==> src/rtl/layer0_input_pack.sv <==
// Quantizes a stream of signed feature samples to 2-bit codes and packs one
// well-formed frame per output word; malformed frames are dropped and counted.
module layer0_input_pack #(
    parameter int unsigned            IN_W     = 8,
    parameter int unsigned            NUM_FEAT = 16,
    parameter int unsigned            BITS     = 2,
    parameter logic signed [IN_W-1:0] T0       = IN_W'(-32),
    parameter logic signed [IN_W-1:0] T1       = IN_W'(0),
    parameter logic signed [IN_W-1:0] T2       = IN_W'(32)
) (
    input  logic                        clk,
    input  logic                        rst,
    input  logic                        s_valid,
    output logic                        s_ready,
    input  logic signed [IN_W-1:0]      s_data,
    input  logic                        s_last,
    output logic                        m_valid,
    input  logic                        m_ready,
    output logic [NUM_FEAT*BITS-1:0]    m_data,
    output logic [7:0]                  err_cnt
);

    localparam int unsigned IDX_W = (NUM_FEAT > 1) ? $clog2(NUM_FEAT) : 1;
    localparam int unsigned DW    = NUM_FEAT * BITS;
    localparam logic [IDX_W-1:0] LAST_IDX = IDX_W'(NUM_FEAT - 1);

    typedef enum logic [1:0] {
        ST_COLLECT = 2'd0,
        ST_DISCARD = 2'd1,
        ST_FULL    = 2'd2
    } state_t;

    state_t           r_state;
    state_t           w_state_nxt;
    logic [IDX_W-1:0] r_idx;
    logic [IDX_W-1:0] w_idx_nxt;
    logic [DW-1:0]    r_buf;
    logic [DW-1:0]    w_buf_wr;
    logic [DW-1:0]    r_m_data;
    logic             r_m_valid;
    logic             r_s_ready;
    logic [7:0]       r_err_cnt;
    logic [BITS-1:0]  w_code;
    logic             w_beat;
    logic             w_out_free;
    logic             w_at_last;
    logic             w_buf_we;
    logic             w_load_new;
    logic             w_load_buf;
    logic             w_err_inc;

    assign w_beat     = s_valid & r_s_ready;
    assign w_out_free = ~r_m_valid | m_ready;
    assign w_at_last  = (r_idx == LAST_IDX);

    // Threshold quantizer (signed compares)
    always_comb begin
        w_code = BITS'(3);
        if (s_data < T0)      w_code = BITS'(0);
        else if (s_data < T1) w_code = BITS'(1);
        else if (s_data < T2) w_code = BITS'(2);
    end

    // Buffer image with the current beat's code inserted at the current index
    always_comb begin
        w_buf_wr = r_buf;
        for (int unsigned i = 0; i < NUM_FEAT; i++) begin
            if (r_idx == IDX_W'(i)) w_buf_wr[i*BITS +: BITS] = w_code;
        end
    end

    always_ff @(posedge clk) begin
        if (rst) r_state <= ST_COLLECT;
        else     r_state <= w_state_nxt;
    end

    always_comb begin
        w_state_nxt = r_state;
        case (r_state)
            ST_COLLECT: begin
                if (w_beat && w_at_last) begin
                    if (!s_last)          w_state_nxt = ST_DISCARD;
                    else if (!w_out_free) w_state_nxt = ST_FULL;
                end
            end
            ST_DISCARD: if (w_beat && s_last) w_state_nxt = ST_COLLECT;
            ST_FULL:    if (w_out_free)       w_state_nxt = ST_COLLECT;
            default:    w_state_nxt = ST_COLLECT;
        endcase
    end

    always_comb begin
        w_buf_we   = 1'b0;
        w_load_new = 1'b0;
        w_load_buf = 1'b0;
        w_err_inc  = 1'b0;
        w_idx_nxt  = r_idx;
        case (r_state)
            ST_COLLECT: begin
                if (w_beat) begin
                    w_buf_we = 1'b1;
                    if (s_last) begin
                        w_idx_nxt = '0;
                        if (!w_at_last)      w_err_inc  = 1'b1;
                        else if (w_out_free) w_load_new = 1'b1;
                    end else if (w_at_last) begin
                        w_err_inc = 1'b1;
                        w_idx_nxt = '0;
                    end else begin
                        w_idx_nxt = r_idx + IDX_W'(1);
                    end
                end
            end
            ST_DISCARD: if (w_beat && s_last) w_idx_nxt = '0;
            ST_FULL:    if (w_out_free)       w_load_buf = 1'b1;
            default:    w_idx_nxt = '0;
        endcase
    end

    // Datapath and registered outputs; s_ready follows the next state only
    always_ff @(posedge clk) begin
        if (rst) begin
            r_idx     <= '0;
            r_buf     <= '0;
            r_m_data  <= '0;
            r_m_valid <= 1'b0;
            r_s_ready <= 1'b0;
            r_err_cnt <= 8'd0;
        end else begin
            r_s_ready <= (w_state_nxt != ST_FULL);
            r_idx     <= w_idx_nxt;
            if (w_buf_we) r_buf <= w_buf_wr;
            if (w_load_new) begin
                r_m_data  <= w_buf_wr;
                r_m_valid <= 1'b1;
            end else if (w_load_buf) begin
                r_m_data  <= r_buf;
                r_m_valid <= 1'b1;
            end else if (m_ready) begin
                r_m_valid <= 1'b0;
            end
            if (w_err_inc && (r_err_cnt != 8'hFF)) r_err_cnt <= r_err_cnt + 8'd1;
        end
    end

    assign s_ready = r_s_ready;
    assign m_valid = r_m_valid;
    assign m_data  = r_m_data;
    assign err_cnt = r_err_cnt;

endmodule

==> config.mk <==
export PLATFORM = sky130hd
export DESIGN_NAME = layer0_input_pack
export DESIGN_NICKNAME = d
export VERILOG_FILES = /design/src/rtl/layer0_input_pack.sv
export SDC_FILE = /design/constraint.sdc
export NUM_CORES = 1
export LEC_CHECK = 0
export CAP_MARGIN = 30
export CORE_MARGIN = 2
export CORE_UTILIZATION = 50
export CTS_CLUSTER_SIZE = 16
export DETAILED_ROUTE_END_ITERATION = 8
export GPL_ROUTABILITY_DRIVEN = 1
export MAX_ROUTING_LAYER = met4
export PLACE_DENSITY = 0.8
export SLEW_MARGIN = 20
export SYNTH_ARGS = -nofsm -noshare
export SYNTH_HDL_FRONTEND = slang
export SYNTH_SLANG_ARGS = --single-unit
==> constraint.sdc <==
create_clock -name clk -period 2.7 [get_ports clk]
set_clock_uncertainty 0.05 [all_clocks]
set_input_delay 0.54 -clock clk [delete_from_list [all_inputs] [get_ports clk]]
set_output_delay 0.54 -clock clk [all_outputs]
set_load 0.01 [all_outputs]
Yosys cells after proc, flatten, opt, wreduce, memory -nomap -nowiden
Index checks and enable logic that the tools add are counted.

cells by class
  add/sub/neg operators = 2
  order comparisons = 3
  equality and inequality tests = 21
  mux-type cells = 48
  bitwise logic cells = 4
  reductions and logical operators = 8

operator list
  kind                   count
  $mux W32               2
  $mux W2                23
  $eq A4 B4 Y1 const B   8
  $mux W1                17
  $eq A4 B3 Y1 const B   4
  $mux W4                4
  $pmux W4 S3            1
  $add A8 B1 Y8 const B  1
  $eq A4 B2 Y1 const B   2
  $lt A8 B1 Y1 const B   1
  $lt A8 B6 Y1 const B   1
  $lt A8 B7 Y1 const B   1
  $ne A8 B8 Y1 const B   1
  $ne A2 B2 Y1 const B   3
  $pmux W2 S3            1
  $add A4 B1 Y4 const B  1
  $eq A4 B1 Y1 const B   1
  $logic_not A4 Y1       1
  $logic_and A1 B1 Y1    3
  $reduce_and A3 Y1      1
  $reduce_bool A3 Y1     1
  $eq A2 B1 Y1 const B   1
  $eq A2 B2 Y1 const B   1
  $logic_not A2 Y1       1
  other kinds (4)        5

storage, ports and cells
  flip-flop bits (word level) = 80
  bits of input ports = 13
  output and inout bits = 42
  word-level logic and storage cells = 93

Depth between registers and ports, before layout
  depth in word-level cells = 8
  gate-level depth with buffers = 8

Worst setup path before layout
Ideal clock, no wire load.

  path kind = register to register
  from = reg r_idx[0]
  to = reg r_m_data[27] (netlist: m_data[27])
  data arrival time = 1,745 ps
  required time = 2,533 ps
  slack = 788 ps
  stages on the path, launching flop included = 9
  buffers on the path = 2
  path through = dfxtp_1 > ha_1 > and3_1 > buf_4 > nand4_2 > buf_6 > nor2_1 > mux2_1 > a22o_1

on the way
  cells in the longest elaborated chain, start to end = 6
  elaborated cells between the ends (all ways) = 9
  classes of those cells = eq/ne: 2; mux: 6; reduce/logical: 1

RTL lines
  item                                                   RTL line  source
  start: declaration                                     35        logic [IDX_W-1:0] r_idx;
  start signal: assignment                               131       r_idx <= w_idx_nxt;
  $eq A4 B4 Y1                                           54        assign w_at_last = (r_idx == LAST_IDX);
  $mux W1                                                104       if (!w_at_last) w_err_inc = 1'b1;
  $mux W1                                                102       if (s_last) begin
  $mux W1                                                100       if (w_beat) begin
  $mux W1                                                98        case (r_state)
  $mux W32 / $reduce_bool A2 Y1 (equally long branches)  -
  end signal: assignment                                 134       r_m_data <= w_buf_wr;
  end signal: assignment                                 137       r_m_data <= r_buf;
  end: declaration                                       39        logic [DW-1:0] r_m_data;

Parallel ways exist; a longest one is shown, timed or not.
A chain may end at the register's enable or synchronous reset.

Final worst setup path
  from = reg r_idx[0]
  to = reg r_m_data[25] (netlist: m_data[25])

Same word-level chain as after synthesis.

==> out/metrics.cfg <==
[detailed_routing]
drt.antenna.violating_nets = 0
drt_iter0_drc = 158
via_count = 2670
top_layer_used = met4
detailroute.wirelength.met2_um = 3230
vias_per_cell = 5.51
avgRoutedWirePerCell_um = 13.8
wl_met3_um = 206
drt_wl_total_um = 6700
dr.pass1.iters = 4
met1Wirelength_um = 3100
post-route-drc-count = 0

[die]
core-area_um2 = 6350
cell_rows = 29
die_height_um = 85.1
die_area_um2 = 7230
die_x_um = 85.1
floorplan.initialDensity = 0.517
ios = 55

[hold_path]
hp-class = reg -> reg

[pwr]
power.share.clock = 0.424
power_leakage_nw = 1.39
power_mw = 2.26
max-vdd-ir-drop_mv = 0.349
netSwitchingFraction = 0.218
pwr_density_cell_nw_per_um2 = 560
switchingPower_mw = 0.491
sequentialPowerShare = 0.529
pwr-share-comb = 0.047
internal-power_mw = 1.76

[synth]
synth-warning-count = 0
ys_types = 42
ys_seq_area_frac = 0.488
syn-num-nets = 378
synth.cell_area_um2 = 3280
syn-mean-instance-area_um2 = 9.15
synth_seq_cells = 80
synthesis.instances = 359

[place]
dp_slack_ns = 0.246
postPlaceCellArea_um2 = 3810
detailedPlacementHpwl_um = 4550
placement.io_buffers = 49
place_inst = 469
gp_routability_congestion = 0.860

[timing]
slew-limit-headroom = 0.666
hold-worst-slack_ns = 0.405
grt_setup_unrepaired = no
finalCritPeriodShare = 0.796
max_freq_mhz = 465
final_hold_viol_count = 0
report.final.setup_viol = 0
timing.setup.tns_ns = 0
fin_ws_ns = 0.550
slew_violations = 0
timing_worst_slew_pin_value_ns = 0.500
min_period_ns = 2.15

[setup_path]
critical-path-slowest-cell = sky130_fd_sc_hd__dfxtp_1
cp.required_ns = 2.91
start_kind = register
end_kind = register
critical_path.cell_chain = ha_1 > and3_1 > nand4_2 > nor2_1 > mux2_2 > a22o_1
critical_path.max_fanout = 6
arrival_ns = 2.36
timing_worst_setup_path_type = reg -> reg
timing.critical_path.slowest_cell_delay_ns = 0.44

[global_route]
grt_pass1_wl_um = 11400
antenna_found_initial = 0
grt_start_max_net_pins = 40
grt.total_usage = 0.204
first_global_vias = 2583
overflow = 0

[finish]
multiInputGateArea_um2 = 1500
antenna_cells = 0
finish.net_count = 422
regArea_um2 = 1600
finalCoreUtilization = 0.634
filler_cell_count = 521
final-instance-count-excl-fill = 485
drive_gt1_frac = 0.0956
layout.cell_area.non_filler_um2 = 4030
area_growth_pct = 22.6

[cts]
clkSinkCount = 80
clk-insertion-delay-late_ns = 0.36
cts_tree = built
cts.repair_timing.setup_buffer_count = 0
cts-buffers-inserted = 9
ctsHtreeMaxLevel = 3
cts_root_buf = sky130_fd_sc_hd__clkbuf_8
cts.clk_slew.worst_paths_ns = 0.08
cts.path.max_buffers = 2
ctsResizeCount = 0
cts_hold_bufs = 0

[flow_run]
drv.max_cap_violation_count = 0

[outcome]
outcome = complete, no violations

==> critical path, delay by kind of cell, from the launching register on <==
family / cells / cell delay, ns
AOI/OAI and AO/OA: 1 / 0.19
muxes: 1 / 0.35
and+or+nand+nor: 3 / 0.82
adders and majority gates: 1 / 0.19
DFF: 1 / 0.44
==> power by group through the flow <==
stage / combinational, mW / clock, mW / sequential [mW]
2_1_floorplan: 0.0651 / 0 / 1.22
3_3_place_gp: 0.105 / 0 / 1.22
3_5_place_dp: 0.106 / 0 / 1.22
4_1_cts: 0.107 / 0.982 / 1.19
5_1_grt: 0.117 / 1.03 / 1.19
6_report: 0.106 / 0.957 / 1.19
==> placed cells by master (no fill, tap or decap), types with 3 or more instances in the layout <==
| cell type | count |
|---|---|
| sky130_fd_sc_hd__a211oi_1 | 3 |
| sky130_fd_sc_hd__buf_4 | 11 |
| sky130_fd_sc_hd__a21oi_1 | 37 |
| sky130_fd_sc_hd__nor2_1 | 24 |
| sky130_fd_sc_hd__ha_1 | 6 |
| sky130_fd_sc_hd__clkdlybuf4s50_1 | 49 |
| sky130_fd_sc_hd__a22o_1 | 32 |
| sky130_fd_sc_hd__dfxtp_1 | 80 |
| sky130_fd_sc_hd__and3_1 | 4 |
| sky130_fd_sc_hd__clkbuf_8 | 10 |
| sky130_fd_sc_hd__nand3_1 | 32 |
| sky130_fd_sc_hd__nor4_1 | 4 |
| sky130_fd_sc_hd__mux2i_1 | 4 |
| sky130_fd_sc_hd__inv_1 | 4 |
| sky130_fd_sc_hd__nor3_1 | 12 |
| sky130_fd_sc_hd__nand2_1 | 46 |
| sky130_fd_sc_hd__xnor2_1 | 5 |
| sky130_fd_sc_hd__o21ai_0 | 10 |
| sky130_fd_sc_hd__clkinv_2 | 3 |
==> layout make-up <==
cell class / count / share of cell area
sequential: 80 / 0.398
inverter: 4 / 0.00373
multi-input combinational: 247 / 0.373
clock inverter: 6 / 0.0205
clock buffer: 10 / 0.0342
tap: 77 / 0.0239
timing repair buffer: 61 / 0.147
==> cell usage after synthesis, drive strengths merged <==
master    n  area share
nor3     14       0.026
inv       4      0.0046
nor4      5       0.011
nand4     2      0.0057
nor2b     2      0.0038
and4bb    1      0.0038
nand2    46       0.053
nor2     24       0.027
clkbuf   13       0.015
buf      15       0.036
o211ai    1      0.0023
a22o     32       0.085
mux2      5       0.019
nand3b    1      0.0023
nand2b    2      0.0038
nand4bb   1      0.0034
o21ai    10       0.015
a22oi     2      0.0046
a211oi    3      0.0069
nand3    32       0.049
and3      4      0.0076
a31oi     1      0.0019
or3       1      0.0019
and2      1      0.0019
a21oi    39       0.062
or2       1      0.0027
dfxtp    80        0.49
o41ai     1      0.0027
ha        6       0.023
xnor2     6       0.018
mux2i     4       0.012
==> sequential cells by signal, indices dropped and copies added, names as in the netlist <==
signal,flops
m_valid,1
m_data,32
err_cnt,8
r_state,2
r_idx,4
s_ready,1
r_buf,32
==> cells by family (layout without fill, tap and decap cells) <==
kind of cell    after synthesis  after routing  share of synthesized area
simple gates                137            137                      0.203
compound gates               89             89                      0.181
flops                        80             80                      0.488
buf+inv                      32             81                     0.0556
mux                           9              9                     0.0316
fa+ha+maj                     6              6                     0.0229
xor+xnor                      6              6                     0.0183
==> metal layers <==
metal  global-route usage  vias to the layer above
met5                    -                        -
li1                     -                     1361
met4                0.110                        0
met3               0.0389                       14
met1                0.238                     1245
met2                0.332                       50
==> worst paths after layout <==
check	start	to	slack, ns	cells past startpoint
max	r_idx[0]	m_data[25]	0.55	6
min	r_buf[23]	r_buf[23]	0.41	2
max reg2reg	r_idx[0]	m_data[25]	0.55	6
min reg2reg	r_buf[23]	r_buf[23]	0.41	2
Power figures use the tool's default switching activity.
